[config.mk]
export PLATFORM = sky130hd
export DESIGN_NAME = hazard_unit
export DESIGN_NICKNAME = d
export VERILOG_FILES = /design/src/rtl/hazard_pkg.sv /design/src/rtl/hazard_shadow_stage.sv /design/src/rtl/hazard_unit.sv
export SDC_FILE = /design/constraint.sdc
export NUM_CORES = 1
export LEC_CHECK = 0
export CAP_MARGIN = 25
export CORE_AREA = 2 2 74 76
export DETAILED_ROUTE_END_ITERATION = 8
export DIE_AREA = 0 0 76 78
export PLACE_DENSITY = 0.81
export SYNTH_ARGS = -nofsm -noshare
export SYNTH_HDL_FRONTEND = slang
export SYNTH_SLANG_ARGS = --single-unit
[constraint.sdc]
create_clock -name clk -period 5.3 [get_ports clk]
set_input_delay 1.06 -clock clk [delete_from_list [all_inputs] [get_ports clk]]
set_output_delay 1.06 -clock clk [all_outputs]
set_load 0.05 [all_outputs]
[src/rtl/hazard_pkg.sv]
// rtl/hazard_pkg.sv - shared types, field positions and match helper for the hazard unit
package hazard_pkg;

    localparam int REG_ADDR_W = 3;
    localparam int INSTR_W    = 19;

    // Forwarding select encodings seen by the EX-stage operand muxes
    localparam logic [1:0] FWD_REG    = 2'b00;
    localparam logic [1:0] FWD_EX_MEM = 2'b10;
    localparam logic [1:0] FWD_WB     = 2'b11;

    // LSB positions of the register fields inside an instruction word
    localparam int SRC_A    = 8;
    localparam int SRC_B_LO = 5;
    localparam int SRC_B_HI = 11;
    localparam int DEST     = 11;

    // One in-flight writer as tracked by the shadow pipeline
    typedef struct packed {
        logic                  valid;
        logic [REG_ADDR_W-1:0] dest;
        logic                  reg_write;
        logic                  is_load;
        logic                  writes_flags;
    } shadow_entry_t;

    // A shadow entry produces a source operand the ID instruction actually reads
    function automatic logic entry_matches(input shadow_entry_t e,
                                           input logic [REG_ADDR_W-1:0] src,
                                           input logic used);
        return e.valid & e.reg_write & (e.dest == src) & used;
    endfunction

endpackage

[src/rtl/hazard_shadow_stage.sv]
// rtl/hazard_shadow_stage.sv - one shadow pipeline entry register with async reset and sync clear
module hazard_shadow_stage
    import hazard_pkg::*;
(
    input  logic          clk_i,
    input  logic          reset_i,
    input  logic          clear_i,
    input  shadow_entry_t entry_i,
    output shadow_entry_t entry_o
);

    shadow_entry_t entry_q;

    // Capture the upstream entry, or an empty slot when a bubble is inserted
    always_ff @(posedge clk_i or posedge reset_i) begin
        if (reset_i) begin
            entry_q <= '0;
        end else if (clear_i) begin
            entry_q <= '0;
        end else begin
            entry_q <= entry_i;
        end
    end

    assign entry_o = entry_q;

endmodule

[src/rtl/hazard_unit.sv]
// rtl/hazard_unit.sv - stall/flush/forwarding controller for the 5-stage core
module hazard_unit
    import hazard_pkg::*;
#(
    parameter int RA_W   = REG_ADDR_W,
    parameter int INST_W = INSTR_W,
    parameter int CNT_W  = 16
) (
    input  logic              clk,
    input  logic              reset,
    input  logic [INST_W-1:0] id_instruction,
    input  logic              id_valid,
    input  logic              id_reg_b_sel,
    input  logic              id_uses_a,
    input  logic              id_uses_b,
    input  logic              id_reg_write,
    input  logic              id_is_load,
    input  logic              id_writes_flags,
    input  logic              id_reads_flags,
    input  logic [1:0]        id_pc_mux,
    output logic              stall_pc,
    output logic              stall_if_id,
    output logic              flush_if_id,
    output logic              bubble_id_ex,
    output logic [1:0]        fwd_a,
    output logic [1:0]        fwd_b,
    output logic [CNT_W-1:0]  stall_cnt,
    output logic [CNT_W-1:0]  flush_cnt
);

    logic [RA_W-1:0] src_a;
    logic [RA_W-1:0] src_b;
    logic [RA_W-1:0] dest;
    logic            instr_unused;

    shadow_entry_t ex_d;
    shadow_entry_t ex_q;
    shadow_entry_t mem_q;
    shadow_entry_t wb_q;
    logic          shadow_unused;

    logic ex_hit_a, ex_hit_b, mem_hit_a, mem_hit_b, wb_hit_a, wb_hit_b;
    logic load_use, wb_coll, flag_haz, stall, flush;

    logic [1:0]       fwd_a_d, fwd_a_q, fwd_b_d, fwd_b_q;
    logic [CNT_W-1:0] stall_cnt_d, stall_cnt_q, flush_cnt_d, flush_cnt_q;

    assign src_a = id_instruction[SRC_A +: RA_W];
    assign src_b = id_reg_b_sel ? id_instruction[SRC_B_HI +: RA_W]
                                : id_instruction[SRC_B_LO +: RA_W];
    assign dest  = id_instruction[DEST +: RA_W];

    // Opcode and immediate bits carry no register information here
    assign instr_unused = ^{id_instruction[INST_W-1:14], id_instruction[4:0]};

    // Fields of the ID instruction as it would enter ID_EX
    always_comb begin
        ex_d              = '0;
        ex_d.valid        = 1'b1;
        ex_d.dest         = dest;
        ex_d.reg_write    = id_reg_write;
        ex_d.is_load      = id_is_load;
        ex_d.writes_flags = id_writes_flags;
    end

    hazard_shadow_stage u_ex (
        .clk_i   (clk),
        .reset_i (reset),
        .clear_i (stall | ~id_valid),
        .entry_i (ex_d),
        .entry_o (ex_q)
    );

    hazard_shadow_stage u_mem (
        .clk_i   (clk),
        .reset_i (reset),
        .clear_i (1'b0),
        .entry_i (ex_q),
        .entry_o (mem_q)
    );

    hazard_shadow_stage u_wb (
        .clk_i   (clk),
        .reset_i (reset),
        .clear_i (1'b0),
        .entry_i (mem_q),
        .entry_o (wb_q)
    );

    // Load and flag bits of the later stages never influence a decision
    assign shadow_unused = ^{mem_q, wb_q};

    assign ex_hit_a  = entry_matches(ex_q,  src_a, id_uses_a);
    assign ex_hit_b  = entry_matches(ex_q,  src_b, id_uses_b);
    assign mem_hit_a = entry_matches(mem_q, src_a, id_uses_a);
    assign mem_hit_b = entry_matches(mem_q, src_b, id_uses_b);
    assign wb_hit_a  = entry_matches(wb_q,  src_a, id_uses_a);
    assign wb_hit_b  = entry_matches(wb_q,  src_b, id_uses_b);

    // Hazard detection; stall takes priority over a redirect in the same cycle
    always_comb begin
        load_use = ex_q.is_load & (ex_hit_a | ex_hit_b);
        wb_coll  = wb_hit_a | wb_hit_b;
        flag_haz = id_reads_flags & ex_q.valid & ex_q.writes_flags;
        stall    = id_valid & (load_use | wb_coll | flag_haz);
        flush    = id_valid & (id_pc_mux != 2'b00) & ~stall;
    end

    assign stall_pc     = stall;
    assign stall_if_id  = stall;
    assign bubble_id_ex = stall;
    assign flush_if_id  = flush;

    // Operand selects for the instruction about to enter EX; nearer producer wins
    always_comb begin
        fwd_a_d = FWD_REG;
        fwd_b_d = FWD_REG;
        if (id_valid && !stall) begin
            if (ex_hit_a && !ex_q.is_load) begin
                fwd_a_d = FWD_EX_MEM;
            end else if (mem_hit_a) begin
                fwd_a_d = FWD_WB;
            end
            if (ex_hit_b && !ex_q.is_load) begin
                fwd_b_d = FWD_EX_MEM;
            end else if (mem_hit_b) begin
                fwd_b_d = FWD_WB;
            end
        end
    end

    // Saturating event counters
    always_comb begin
        stall_cnt_d = stall_cnt_q;
        flush_cnt_d = flush_cnt_q;
        if (stall && (stall_cnt_q != '1)) begin
            stall_cnt_d = stall_cnt_q + 1'b1;
        end
        if (flush && (flush_cnt_q != '1)) begin
            flush_cnt_d = flush_cnt_q + 1'b1;
        end
    end

    // Registered forwarding selects and counters
    always_ff @(posedge clk or posedge reset) begin
        if (reset) begin
            fwd_a_q     <= FWD_REG;
            fwd_b_q     <= FWD_REG;
            stall_cnt_q <= '0;
            flush_cnt_q <= '0;
        end else begin
            fwd_a_q     <= fwd_a_d;
            fwd_b_q     <= fwd_b_d;
            stall_cnt_q <= stall_cnt_d;
            flush_cnt_q <= flush_cnt_d;
        end
    end

    assign fwd_a     = fwd_a_q;
    assign fwd_b     = fwd_b_q;
    assign stall_cnt = stall_cnt_q;
    assign flush_cnt = flush_cnt_q;

endmodule
## Word-level counts from Yosys, hierarchy flattened

Index checks and enable logic that the tools add are counted.

- $add $sub $neg: 2
- Equal/unequal tests: 8
- Multiplexer cells: 8
- Bitwise logic cells: 28
- Reduce and logical (&&, ||, !) cells: 8

Operators by type and width:

| kind | count |
|---|---|
| $add 16x1->16 const B | 2 |
| $ne 16x16->1 const B | 2 |
| $and 1x1->1 | 21 |
| $eq 3x3->1 | 6 |
| $mux 2 | 6 |
| $mux 7 | 1 |
| $logic_and 1x1->1 | 5 |
| $or 1x1->1 | 5 |
| $mux 3 | 1 |
| $logic_not 1->1 | 2 |
| $not 1->1 | 2 |
| $reduce_bool 2->1 | 1 |

- Register bits: 53
- Output and inout bits: 40

## Longest topological paths before layout

- Depth after elaboration: 12
- Mapped depth: 8
- Mapped depth without buffers: 7

## Cells and area by module

Synthesis repeated with hierarchy kept, for this count alone.

- Cells, all modules: 251
- Area, all modules: 2730.1 sq um

By module, submodules not included:

| module | times used | cells an instance | area an instance (sq um) |
|---|---|---|---|
| hazard_unit | 1 | 206 | 2062.0 |
| hazard_shadow_stage | 3 | 15 | 222.7 |

## Worst setup path before layout

Ideal clock, no wire load.

- Path type: input port to output port
- From: in id_reg_b_sel
- To: out stall_if_id
- Arrival: 2.827 ns
- Data required time: 4.240 ns
- Setup slack: 1.413 ns
- Cell stages on the path: 6
- Buffers on the path: 1
- Cells stage by stage: mux2i_1 > xnor2_1 > nor4_4 > or3_1 > and2_1 > buf_4

- Longest elaborated chain between the ends: 9

RTL lines:

| what | RTL line | text |
|---|---|---|
| from (decl) | hazard_unit.sv:13 | `input logic id_reg_b_sel,` |
| $mux 3 * | hazard_unit.sv:49 | `assign src_b = id_reg_b_sel ? id_instruction[SRC_B_HI +: RA_W]` |
| $eq 3x3->1 | hazard_pkg.sv:31 | `return e.valid & e.reg_write & (e.dest == src) & used;` |
| $and 1x1->1 (2 in series) | hazard_pkg.sv:31 |  |
| $or 1x1->1 | hazard_unit.sv:102 | `load_use = ex_q.is_load & (ex_hit_a \| ex_hit_b);` |
| $and 1x1->1 | hazard_unit.sv:102 |  |
| $or 1x1->1 * (2 in series) | hazard_unit.sv:105 | `stall = id_valid & (load_use \| wb_coll \| flag_haz);` |
| $and 1x1->1 * | hazard_unit.sv:105 |  |
| to (decl) | hazard_unit.sv:22 | `output logic stall_if_id,` |

Mark *: on every way between the ends. The rest lies on a longest branch, timed or not.

## Worst setup path in the final report

- From: in id_reg_b_sel
- To: out flush_if_id

- Longest elaborated chain between the ends: 11

RTL lines:

| what | RTL line | text |
|---|---|---|
| $mux 3 * | hazard_unit.sv:49 |  |
| $eq 3x3->1 | hazard_pkg.sv:31 |  |
| $and 1x1->1 (2 in series) | hazard_pkg.sv:31 |  |
| $or 1x1->1 | hazard_unit.sv:102 |  |
| $and 1x1->1 | hazard_unit.sv:102 |  |
| $or 1x1->1 * (2 in series) | hazard_unit.sv:105 |  |
| $and 1x1->1 * | hazard_unit.sv:105 |  |
| $not 1->1 * | hazard_unit.sv:106 | `flush = id_valid & (id_pc_mux != 2'b00) & ~stall;` |
| $and 1x1->1 * | hazard_unit.sv:106 |  |
| to (decl) | hazard_unit.sv:23 | `output logic flush_if_id,` |

Marks and branches as above.

==> impl_metrics.tcl <==
set metrics [dict create \
    mappedNetlistNets 262 \
    min_period_ns 5.02 \
    crit_required_ns 4.24 \
    worstMarginPinSlew_ns 0.728 \
    p_comb_share_pct 31.3 \
    crit_top_cell "clkdlybuf4s50_1" \
    yosysMostFrequentCell "dfrtp_1" \
    drive_gt1_share_pct 10.3 \
    drc 0 \
    grt_max_degree 37 \
    num_rows 26 \
    internal_power_mw 0.663 \
    start_kind "input pin" \
    postSynthRegisterBits 53 \
    synth.avg_cell_area_um2 11.4 \
    synthFlopType "dfrtp_1" \
    synth_edf_count 0 \
    firstDrtPassIters 4 \
    power_density_mw_per_mm2 308 \
    grt_pass1_vias 1980 \
    path_class "in -> out" \
    rsz0062_at_grt "no" \
    relSlewSlack_pct 51.1 \
    synth-xor-area-share_pct 15.4 \
    finalClockSkew_ns 0.00636 \
    via_per_inst 5.52 \
    whs_ns 0.416 \
    wirelength_um 5570 \
    num_vias 1992 \
    worst_slack_ns 0.277 \
    post_cts_resized 0 \
    antenna_found_initial 0 \
    crit_family "buffers and inverters" \
    cts-hold-fix-buffers 0 \
    netlist_top_cells_count "dfrtp_1 (53), xnor2_1 (24), xor2_1 (22)" \
    ios 71 \
    worstHoldStart "u_mem.entry_o[6]" \
    hp-class "reg -> reg" \
    synthCells 229 \
    vdd_drop_max_uv 295 \
    antenna_left 0 \
    synth_top_cell_area_share_pct 50.6 \
    p_leak_nw 1.49 \
    synthDistinctLibCells 41 \
    swShare_pct 36.2 \
    track_usage_pct 19.5 \
    crit_buf_inv 2 \
    clock_sinks 53 \
    status "complete, no violations" \
    pwr-share-clk_pct 20.8 \
    yosysTopAreaCell "dfrtp_1" \
    finalSetupViolCount 0 \
    synth_compound_area_share_pct 1.91 \
    portBuffers 60 \
    fin_nets 323 \
    endpoint_kind "output port" \
    yosys-mux-area-fraction_pct 2.72 \
    postCtsSetupBuffers 0 \
    hold_viol 0 \
    synth_top_family_by_area "simple AND/OR/NAND/NOR gates" \
    final_max_slew_viol_count 0 \
    synth-simple-area-share_pct 26.1 \
    critPathSlowestCell "clkdlybuf4s50_1" \
    p_total_mw 1.04 \
    die_w_um 76 \
    tritoncts "yes" \
    rrSetupSlack_ns 2.75 \
    grt.overflow.total 0 \
    coreArea_mm2 0.00504 \
    dieArea_mm2 0.00593 \
    cts_buffers 5 \
    yosysSeqAreaShare_pct 50.6 \
    place_ws_ns 0.310 \
    critPathLaunch "id_reg_b_sel" \
    syn2layout_area_growth_pct 28.7 \
    tns_ns 0 \
    ys_warn_count 0 \
    htree_levels 2 \
    drt-initial-drc-count 155 \
    start_util_pct 52.0 \
    maxCapViolations 0 \
    crit_fanout 4 \
    synth_area_mm2 0.00262 \
    die_y_um 78 \
    hpwl_um 4020 \
    fin_crit_sh_pct 94.8 \
    timing.fmax_mhz 199 \
    p_switching_mw 0.376 \
    synthArstFlopShare_pct 100 \
    synth-adder-area-share_pct 0.955 \
    gp_congestion 0.800 \
    root_buffer "clkbuf_8" \
    clkTransAtPathRegs_ns 0.09 \
    worstSkewPairLatency_ns 0.30 \
    grt_pass1_wl_um 9270 \
    diodes 0 \
    cts.path.max_buffers 2 \
    crit_path_max_incr_delay_ns 0.81 \
    p_seq_share_pct 47.9 \
    arrival_ns 3.96 \
    wl_per_cell_um 15.4 \
    synth_area_leaders "dfrtp_1 (51%), xnor2_1 (8.0%), xor2_1 (7.4%), and3_1 (4.8%), nand4_1 (3.8%)" \
    rr_startpoint "u_ex.entry_o[5]" \
    crit_path_cell_trace "clkdlybuf4s50_1 > mux2i_1 > xnor2_1 > nor4_4 > or3_1 > nor2_1 > clkdlybuf4s50_1" \
]
-- worst register-to-register path, cell delays in order, from the launching register on --
cell     delay, ns
dfrtp_1       0.42
xor2_1        0.18
nor4_1        0.09
a211o_1       0.34
nor3_4        0.65
buf_4         0.35
nor4_1        0.09
mux2_1        0.32
-- final timing paths --
check                             endpoint  depth (start not counted)
max in group asynchronous         fwd_a[0]                          3
max                            flush_if_id                          7
min reg2reg                u_wb.entry_o[6]                          0
min in group asynchronous    flush_cnt[14]                          2
min                        u_wb.entry_o[6]                          0
max reg2reg                  stall_cnt[12]                          7
-- placed cells by master (no fill, tap or decap), types with 4 or more instances in the layout --
cell type,n
and3_1,20
buf_4,6
clkbuf_8,5
clkdlybuf4s50_1,57
dfrtp_1,53
nand2_1,10
nand3_1,15
nand4_1,16
nor2_1,8
nor3_1,5
nor4_1,5
nor4_2,4
xnor2_1,24
xor2_1,22
-- state kept, by name (all words and copies together), names as in the netlist --
register       count
fwd_a              2
flush_cnt         16
u_wb.entry_o       5
u_mem.entry_o      5
fwd_b              2
u_ex.entry_o       7
stall_cnt         16
-- layer usage --
| layer | GRT usage, % | vias to the layer above | wire length [um] |
|---|---|---|---|
| met3 | 4.07 | 6 | 184 |
| met1 | 24.3 | 981 | 2370 |
| met2 | 34.5 | 59 | 2970 |
| met4 | 5.82 | 0 | 51 |
| met5 | 0 | - | 0 |
| li1 | - | 946 | - |
-- area by class of cell --
| class | instances | area, um2 |
|---|---|---|
| sequential | 53 | 1330 |
| tap | 70 | 87.6 |
| clock inverter | 2 | 10.0 |
| inverter | 2 | 7.51 |
| timing repair buffer | 64 | 636 |
| fill | 429 | 1670 |
| clock buffer | 6 | 72.6 |
| multi-input combinational | 164 | 1230 |
-- cell families after synthesis --
group | count (synthesis)
simple gates | 103
flops | 53
xor+xnor | 46
buf+inv | 12
compound gates | 7
mux | 6
fa+ha+maj | 2
-- power by group through the flow --
stage	Combinational (mW)	Sequential (mW)	Clock [mW]
floorplan	0.0977	0.615	0
global placement	0.320	0.503	0
detailed placement	0.326	0.504	0
CTS	0.327	0.497	0.225
global route	0.346	0.505	0.239
finish	0.325	0.498	0.216
-- stage by stage --
step / cell area, um2 / instances / util (%)
floorplan: 2620 / 229 / -
global placement: 3270 / 352 / 64.9
detailed placement: 3290 / 353 / 65.3
CTS: 3370 / 361 / 66.9
global route: 3370 / 361 / 66.9
finish: 3370 / 361 / 66.9
(Power assumes the default switching activity.)
